### config.mk
export PLATFORM = sky130hd
export DESIGN_NAME = panel_clock_ctrl
export DESIGN_NICKNAME = d
export VERILOG_FILES = /design/src/rtl/panel_clock_ctrl_pkg.sv /design/src/rtl/panel_clock_ctrl_button_debounce.sv /design/src/rtl/panel_clock_ctrl.sv
export SDC_FILE = /design/constraint.sdc
export NUM_CORES = 1
export LEC_CHECK = 0
export CORE_AREA = 2 2 81 83
export DETAILED_ROUTE_END_ITERATION = 6
export DIE_AREA = 0 0 83 85
export PLACE_DENSITY = 0.78
export SYNTH_ARGS = -nofsm -noshare
export SYNTH_HDL_FRONTEND = slang
export SYNTH_SLANG_ARGS = --single-unit
### constraint.sdc
create_clock -name CLK_28 -period 3.5 [get_ports CLK_28]
set_clock_uncertainty 0.05 [all_clocks]
set_input_delay 0.525 -clock CLK_28 [delete_from_list [all_inputs] [get_ports CLK_28]]
set_output_delay 0.525 -clock CLK_28 [all_outputs]
set_load 0.1 [all_outputs]
### src/rtl/panel_clock_ctrl_pkg.sv
`default_nettype none
// ============================================================================
// Module   : panel_clock_ctrl_pkg
// Brief    : Shared constants and width helper for the front-panel timing stage.
// Revision : 1.0
// ============================================================================
package panel_clock_ctrl_pkg;

    localparam int c_key_step         = 0;
    localparam int c_key_rst          = 1;
    localparam int c_div_half_default = 14_000_000;
    localparam int c_debounce_default = 560_000;

    // Counter width for a modulus of n (always at least one bit)
    function automatic int cnt_width(input int n);
        return (n <= 1) ? 1 : $clog2(n);
    endfunction

endpackage
`default_nettype wire

### src/rtl/panel_clock_ctrl_button_debounce.sv
`default_nettype none
// ============================================================================
// Module   : button_debounce
// Brief    : Active-low pushbutton synchronizer, debouncer and press-edge strobe.
// Revision : 1.0
// ============================================================================
module button_debounce
    import panel_clock_ctrl_pkg::*;
#(
    parameter int DEBOUNCE_CYCLES = c_debounce_default
) (
    input  logic CLK_28,
    input  logic rst,
    input  logic raw_n,
    output logic level,
    output logic rise
);

    localparam int                 c_cnt_w    = cnt_width(DEBOUNCE_CYCLES);
    localparam logic [c_cnt_w-1:0] c_cnt_last = c_cnt_w'(DEBOUNCE_CYCLES - 1);

    logic               r_sync0;
    logic               r_sync1;
    logic               w_pressed;
    logic [c_cnt_w-1:0] r_cnt;
    logic               r_level;
    logic               r_level_q;
    logic               r_rise;

    // Synchronizer keeps tracking the pin through rst, so a held button is
    // already visible to the debounce counter as soon as rst is released.
    always_ff @(posedge CLK_28) begin
        r_sync0 <= raw_n;
        r_sync1 <= r_sync0;
    end

    assign w_pressed = ~r_sync1;

    always_ff @(posedge CLK_28) begin
        if (rst) begin
            r_cnt     <= '0;
            r_level   <= 1'b0;
            r_level_q <= 1'b0;
            r_rise    <= 1'b0;
        end else begin
            r_level_q <= r_level;
            r_rise    <= r_level & ~r_level_q;
            if (w_pressed == r_level) begin
                r_cnt <= '0;
            end else if (r_cnt == c_cnt_last) begin
                r_level <= w_pressed;
                r_cnt   <= '0;
            end else begin
                r_cnt <= r_cnt + 1'b1;
            end
        end
    end

    assign level = r_level;
    assign rise  = r_rise;

endmodule
`default_nettype wire

### src/rtl/panel_clock_ctrl.sv
`default_nettype none
// ============================================================================
// Module   : panel_clock_ctrl
// Brief    : Slow auto clock divider plus debounced step/reset panel buttons.
// Revision : 1.0
// ============================================================================
module panel_clock_ctrl
    import panel_clock_ctrl_pkg::*;
#(
    parameter int DIV_HALF        = c_div_half_default,
    parameter int DEBOUNCE_CYCLES = c_debounce_default
) (
    input  logic       CLK_28,
    input  logic       rst,
    input  logic [1:0] KEY,
    input  logic       run,
    output logic       clk,
    output logic       clkTick,
    output logic       btStep,
    output logic       stepPulse,
    output logic       btRst
);

    localparam int                 c_div_w    = cnt_width(DIV_HALF);
    localparam logic [c_div_w-1:0] c_div_last = c_div_w'(DIV_HALF - 1);

    logic [c_div_w-1:0] r_div;
    logic               r_clk;
    logic               r_tick;
    logic               w_unused_rst_rise;

    // Stopping run simply freezes the count, so resuming continues mid half-period
    always_ff @(posedge CLK_28) begin
        if (rst) begin
            r_div  <= '0;
            r_clk  <= 1'b0;
            r_tick <= 1'b0;
        end else if (run) begin
            if (r_div == c_div_last) begin
                r_div  <= '0;
                r_clk  <= ~r_clk;
                r_tick <= ~r_clk;
            end else begin
                r_div  <= r_div + 1'b1;
                r_tick <= 1'b0;
            end
        end else begin
            r_tick <= 1'b0;
        end
    end

    assign clk     = r_clk;
    assign clkTick = r_tick;

    button_debounce #(
        .DEBOUNCE_CYCLES (DEBOUNCE_CYCLES)
    ) u_step_button (
        .CLK_28 (CLK_28),
        .rst    (rst),
        .raw_n  (KEY[c_key_step]),
        .level  (btStep),
        .rise   (stepPulse)
    );

    button_debounce #(
        .DEBOUNCE_CYCLES (DEBOUNCE_CYCLES)
    ) u_rst_button (
        .CLK_28 (CLK_28),
        .rst    (rst),
        .raw_n  (KEY[c_key_rst]),
        .level  (btRst),
        .rise   (w_unused_rst_rise)
    );

endmodule
`default_nettype wire
==> impl_metrics.json, run 1 <==
{
  "synthMostInstantiatedCell": "sky130_fd_sc_hd__dfxtp_1",
  "grt_antenna_before_repair": 0,
  "synth_fp_nets": 379,
  "gp_routability_congestion": 0.883,
  "area_overhead_of_the_layout_relative_to_synthesis_pct": 9.91,
  "synthFlopType": "sky130_fd_sc_hd__dfxtp_1",
  "cts-root-buf": "sky130_fd_sc_hd__clkbuf_8",
  "post-dp-hpwl_mm": 4.37,
  "h-tree-depth": 3,
  "die_w_um": 83,
  "drt_first_pass_iters": 4,
  "crit_path_start_kind": "register",
  "initialDrtViolationCount": 108,
  "seqCellArea_um2": 1480,
  "first_pass_grt_wire_length_mm": 11.3,
  "postSynthCellCount": 371,
  "detail_route.wirelength_mm": 6.29,
  "post_cts_resized": 0,
  "crit_slowest_cell": "sky130_fd_sc_hd__clkdlybuf4s50_1",
  "hold_violations": 0,
  "path_class": "register to output pin",
  "synth-seq-area-share_pct": 44.4,
  "numPortBuffers": 9,
  "floorplan.die_area_um2": 7060,
  "static-leakage-power_nw": 1.08,
  "route.antenna.remaining_nets": 0,
  "insertedDiodeCount": 0,
  "worst_pin_slew_ps": 989,
  "cts_inserted_buffers": 9,
  "layout.core_utilization_pct": 59.0,
  "worst_hold_path_type": "register to register",
  "cts_post_setup_buffers_inserted": 0,
  "pwr_density_cell_nw_per_um2": 405,
  "postSynth.asyncResetShare_pct": 0,
  "post-synth-top-area-fraction_pct": 44.4,
  "cpLargestDelayFamily": "buffers and inverters",
  "synth-edff-count": 0,
  "grt_max_degree": 24,
  "final.setup.worst_slack_ps": 1020,
  "vdd_ir_drop_max_mv": 0.223,
  "clock_path_buffers": 2,
  "worstPathBufferInverterCount": 1,
  "report.final.setup_viol": 0,
  "hold_buffer_count_at_cts": 0,
  "boundaryPins": 10,
  "status": "finished clean",
  "dp_cells": 449,
  "crit_path_end_kind": "output pin",
  "clk_transition_reported_paths_ps": 80,
  "number_of_warnings_reported_in_the_yosys_synthesis_log": 0,
  "clock_tree_from_tritoncts": "built",
  "floorplan.rows": 29,
  "multiInputGateArea_um2": 1770,
  "post_synth_instance_area_um2": 3330,
  "grt_pass1_vias": 2618,
  "synth.cells.most_frequent": "sky130_fd_sc_hd__dfxtp_1, sky130_fd_sc_hd__nor2_1, sky130_fd_sc_hd__xnor2_1",
  "vias_per_cell": 5.77,
  "crit_chain": "clkdlybuf4s50_1",
  "synth_area_leader_cell": "sky130_fd_sc_hd__dfxtp_1",
  "synth.avg_cell_area_um2": 8.98,
  "rsz_0062_raised_after_global_routing": "no",
  "maxSlewViolCount": 0,
  "worst_slew_margin_rel_pct": 33.9,
  "post-place-ws_ps": 949,
  "ys_ff_latch": 74,
  "crit_path_max_fanout": 3,
  "finalCritPeriodShare_pct": 70.9,
  "synthDistinctLibCells": 43,
  "max_cap_violations": 0,
  "drc": 0,
  "fp.dieH_um": 85,
  "fmaxAchievable_mhz": 403,
  "route.vias.total": 2684,
  "worstPathRequired_ps": 2920,
  "filler_cell_count": 565,
  "grt_overflow_total": 0,
  "cts.sinks": 74,
  "tns_ps": 0,
  "cp.arrival_ps": 1910,
  "wl_per_cell_um": 13.5,
  "post_route_cells_drive_above_1_share_pct": 8.51,
  "synth_top_cells_by_area": "sky130_fd_sc_hd__dfxtp_1, sky130_fd_sc_hd__xnor2_1, sky130_fd_sc_hd__nor2_1, sky130_fd_sc_hd__nand4_1, sky130_fd_sc_hd__a21oi_1",
  "layout.nets": 391,
  "grt_use_total_pct": 19.2,
  "insertion_delay_ps": 340,
  "stdcell_count": 465,
  "min_period_ps": 2480,
  "fp.coreArea_um2": 6200,
  "worst_path_largest_cell_delay_ps": 1160,
  "floorplan.initialDensity_pct": 53.7
}
routing by layer:
| metal | GRT usage [%] | vias to the layer above | routed length [um] |
|---|---|---|---|
| met4 | 8.35 | 0 | 60 |
| met1 | 24.0 | 1258 | 3130 |
| li1 | - | 1373 | - |
| met3 | 5.06 | 6 | 196 |
| met5 | 0 | - | 0 |
| met2 | 31.5 | 47 | 2910 |
flip-flops by register name, indices dropped and copies added (netlist names):
register                 flops
u_rst_button.level           1
r_div                       24
u_rst_button.r_sync0         1
u_step_button.rise           1
u_rst_button.r_sync1         1
clkTick                      1
u_step_button.r_cnt         20
u_step_button.r_level_q      1
u_step_button.level          1
u_rst_button.r_cnt          20
u_step_button.r_sync0        1
clk                          1
u_step_button.r_sync1        1
layout make-up:
type / instances / area share (%)
sequential: 74 / 40.4
clock inverter: 7 / 1.50
tap: 77 / 2.63
inverter: 8 / 0.820
timing repair buffer: 11 / 2.87
clock buffer: 9 / 3.38
multi-input combinational: 279 / 48.4
worst paths after layout:
path                          start  cells after the start                      end  slack [ps]
max              u_rst_button.level                      1                    btRst        1020
min            u_rst_button.r_sync0                      0     u_rst_button.r_sync1         280
max reg2reg  u_step_button.r_cnt[0]                      5  u_step_button.r_cnt[11]        1220
min reg2reg    u_rst_button.r_sync0                      0     u_rst_button.r_sync1         280
power by group:
group	switching, mW	total (mW)	internal, mW
combinational	0.0203	0.0336	0.0134
sequential	0.00650	0.855	0.848
clock	0.332	0.594	0.262
total	0.359	1.48	1.12
per-stage QoR:
| stage | hold WS [ps] | instance area [um^2] | power [mW] |
|---|---|---|---|
| after global placement | 267 | 3480 | 0.907 |
| after CTS | 282 | 3660 | 1.50 |
| final | 282 | 3660 | 1.48 |
| after floorplan | 260 | 3330 | 0.898 |
| after global routing | 302 | 3660 | 1.54 |
| after detailed placement | 264 | 3480 | 0.908 |
cell families after synthesis:
family          Yosys count  synth area share, %
compound gates           50                 9.23
xor+xnor                 40                 10.5
fa+ha+maj                 3                 1.13
buf+inv                  18                 2.40
flops                    74                 44.4
mux                       1                0.300
simple gates            185                 32.0
layout by cell type (no fill, tap or decap), types with 2 or more instances in the layout:
cell type,Yosys,final
sky130_fd_sc_hd__a21o_1,2,2
sky130_fd_sc_hd__a21oi_1,21,21
sky130_fd_sc_hd__a311oi_1,3,3
sky130_fd_sc_hd__and2_1,3,3
sky130_fd_sc_hd__and3_1,7,7
sky130_fd_sc_hd__and4_1,4,4
sky130_fd_sc_hd__buf_4,2,2
sky130_fd_sc_hd__clkbuf_8,0,9
sky130_fd_sc_hd__clkdlybuf4s50_1,0,9
sky130_fd_sc_hd__clkinv_4,0,3
sky130_fd_sc_hd__clkinvlp_4,0,2
sky130_fd_sc_hd__dfxtp_1,74,74
sky130_fd_sc_hd__ha_1,3,3
sky130_fd_sc_hd__inv_1,8,8
sky130_fd_sc_hd__nand2_1,18,18
sky130_fd_sc_hd__nand2b_1,3,3
sky130_fd_sc_hd__nand3_1,20,20
sky130_fd_sc_hd__nand3_2,3,3
sky130_fd_sc_hd__nand4_1,18,18
sky130_fd_sc_hd__nor2_1,47,47
sky130_fd_sc_hd__nor2b_1,4,4
sky130_fd_sc_hd__nor3_1,7,7
sky130_fd_sc_hd__nor4_1,12,12
sky130_fd_sc_hd__o21ai_0,10,10
sky130_fd_sc_hd__o31ai_1,10,10
sky130_fd_sc_hd__or2_2,2,2
sky130_fd_sc_hd__or3_1,13,13
sky130_fd_sc_hd__or4_1,10,10
sky130_fd_sc_hd__or4_4,2,2
sky130_fd_sc_hd__or4b_1,4,4
sky130_fd_sc_hd__xnor2_1,29,29
sky130_fd_sc_hd__xor2_1,11,11
Power figures use the tool's default switching activity.
==> run 2: changes to the inputs <==
- PLACE_DENSITY: 0.78 -> 0.81
- clock period: 3.5 -> 2.2 ns (I/O delays scaled with it)
==> run 2 against run 1 <==
Cell count grew 1.5%; sequential power grew 59%; highest routed layer unchanged; largest cell class unchanged; critical endpoint is now u_step_button.r_cnt[18]; first-iteration DRC count grew 33%; design area grew 1.7%.
==> impl_metrics.json, run 2 (same netlist as run 1, synthesis figures left out) <==
{
  "fp.coreArea_um2": 6200,
  "cts.sinks": 74,
  "worst_hold_path_type": "register to register",
  "cts_post_setup_buffers_inserted": 0,
  "initialDrtViolationCount": 144,
  "cts_inserted_buffers": 9,
  "clock_tree_from_tritoncts": "built",
  "static-leakage-power_nw": 1.15,
  "filler_cell_count": 532,
  "route.antenna.remaining_nets": 0,
  "hold_slack_final_ps": 283,
  "first_pass_grt_wire_length_mm": 11.5,
  "min_period_ps": 2010,
  "dp_cells": 458,
  "max_cap_violations": 0,
  "fmaxAchievable_mhz": 497,
  "cts-root-buf": "sky130_fd_sc_hd__clkbuf_8",
  "pwr_density_cell_nw_per_um2": 642,
  "hold_buffer_count_at_cts": 0,
  "crit_chain": "ha_1, nand3_1, or3_1, or4_1, a21oi_1",
  "tns_ps": 0,
  "flip_flop_count_of_the_largest_register_all_copies_and_words_added": 24,
  "detail_route.wirelength_mm": 6.43,
  "crit_path_max_fanout": 5,
  "crit_slowest_cell": "sky130_fd_sc_hd__or3_1",
  "worst_slew_margin_rel_pct": 74.0,
  "clk_transition_reported_paths_ps": 70,
  "finalCritPeriodShare_pct": 91.4,
  "grt_overflow_total": 0,
  "crit_path_start_kind": "register",
  "cp.arrival_ps": 2240,
  "drt_first_pass_iters": 4,
  "grt_antenna_before_repair": 0,
  "commonest_non_fill_non_tap_cell_in_the_layout": "sky130_fd_sc_hd__dfxtp_1",
  "worst_path_largest_cell_delay_ps": 490,
  "layout.nets": 400,
  "clock_path_buffers": 2,
  "gp_routability_congestion": 0.924,
  "floorplan.die_area_um2": 7060,
  "status": "finished clean",
  "grt-busiest-layer": "met2",
  "vdd_ir_drop_max_mv": 0.437,
  "worst_pin_slew_ps": 386,
  "floorplan.rows": 29,
  "worstPathRequired_ps": 2430,
  "placement.cell_area_um2": 3550,
  "fp.dieH_um": 85,
  "path_class": "register to register",
  "post_route_cells_drive_above_1_share_pct": 11.1,
  "floorplan.initialDensity_pct": 53.7,
  "insertedDiodeCount": 0,
  "hold_violations": 0,
  "largest-register": "r_div",
  "insertion_delay_ps": 350,
  "post_cts_resized": 0,
  "largest_registers_ranked_by_flip_flop_count": "r_div (24), u_rst_button.r_cnt (20), u_step_button.r_cnt (20)",
  "wl_per_cell_um": 13.6,
  "final_design_area_no_fill_um2": 3720,
  "met3_track_utilization_from_global_routing_pct": 4.67,
  "mostFrequentLayoutCells": "sky130_fd_sc_hd__dfxtp_1, sky130_fd_sc_hd__nor2_1, sky130_fd_sc_hd__xnor2_1",
  "stdcell_count": 472,
  "vias_per_cell": 5.77,
  "layout.core_utilization_pct": 60.0,
  "grt_pass1_vias": 2620,
  "route.vias.total": 2725,
  "area_overhead_of_the_layout_relative_to_synthesis_pct": 11.7,
  "grt_util_met1_pct": 24.5,
  "numPortBuffers": 9,
  "maxSlewViolCount": 0,
  "report.final.setup_viol": 0,
  "grt_use_total_pct": 20.0,
  "rsz_0062_raised_after_global_routing": "no",
  "boundaryPins": 10,
  "grt_use_met2_pct": 33.3,
  "crit_path_end_kind": "register",
  "post-dp-hpwl_mm": 4.60,
  "die_w_um": 83,
  "h-tree-depth": 3,
  "grt_max_degree": 19,
  "drc": 0
}
-- run 2: through the flow --
step,power [mW],setup WS (ps)
floorplan,1.43,290
global placement,1.45,127
detailed placement,1.45,105
CTS,2.41,166
global route,2.47,30.7
finish,2.39,188
-- run 2: layer usage --
metal  wire length (um)  part of all wire [%]  vias to the layer above
met5                  0                     0                        -
met4                135                   2.1                        0
met3                212                   3.3                       12
met2               3060                    48                       43
met1               3030                    47                     1277
li1                   -                     -                     1393
-- run 2: cell type report --
type | count | area, um^2 | area share (%)
inverters | 8 | 30.0 | 0.806
multi-input cells | 279 | 1770 | 47.6
repair buffers | 20 | 173 | 4.64
clock inverters | 4 | 45.0 | 1.21
clock buffers | 10 | 128 | 3.43
well taps | 77 | 96.3 | 2.59
flip-flops and latches | 74 | 1480 | 39.8
-- run 2: critical path, delay by kind of cell (launching register included) --
| kind | cells | cell delay [ps] |
|---|---|---|
| AOI/OAI and AO/OA | 1 | 140 |
| adders and majority gates | 1 | 230 |
| DFF | 1 | 380 |
| and+or+nand+nor | 3 | 1150 |
-- run 2: power by group --
part	total [mW]	internal, mW	switching [mW]
logic	0.0617	0.0281	0.0335
clock network	0.967	0.506	0.462
registers	1.36	1.35	0.0110
total	2.39	1.88	0.506
-- run 2: worst paths after layout --
check	start	to	slack, ps	cells after the start
worst max-delay path	u_step_button.r_cnt[0]	u_step_button.r_cnt[18]	190	5
worst max register to register	u_step_button.r_cnt[0]	u_step_button.r_cnt[18]	190	5
worst min register to register	u_rst_button.r_sync0	u_rst_button.r_sync1	280	0
worst min-delay path	u_rst_button.r_sync0	u_rst_button.r_sync1	280	0
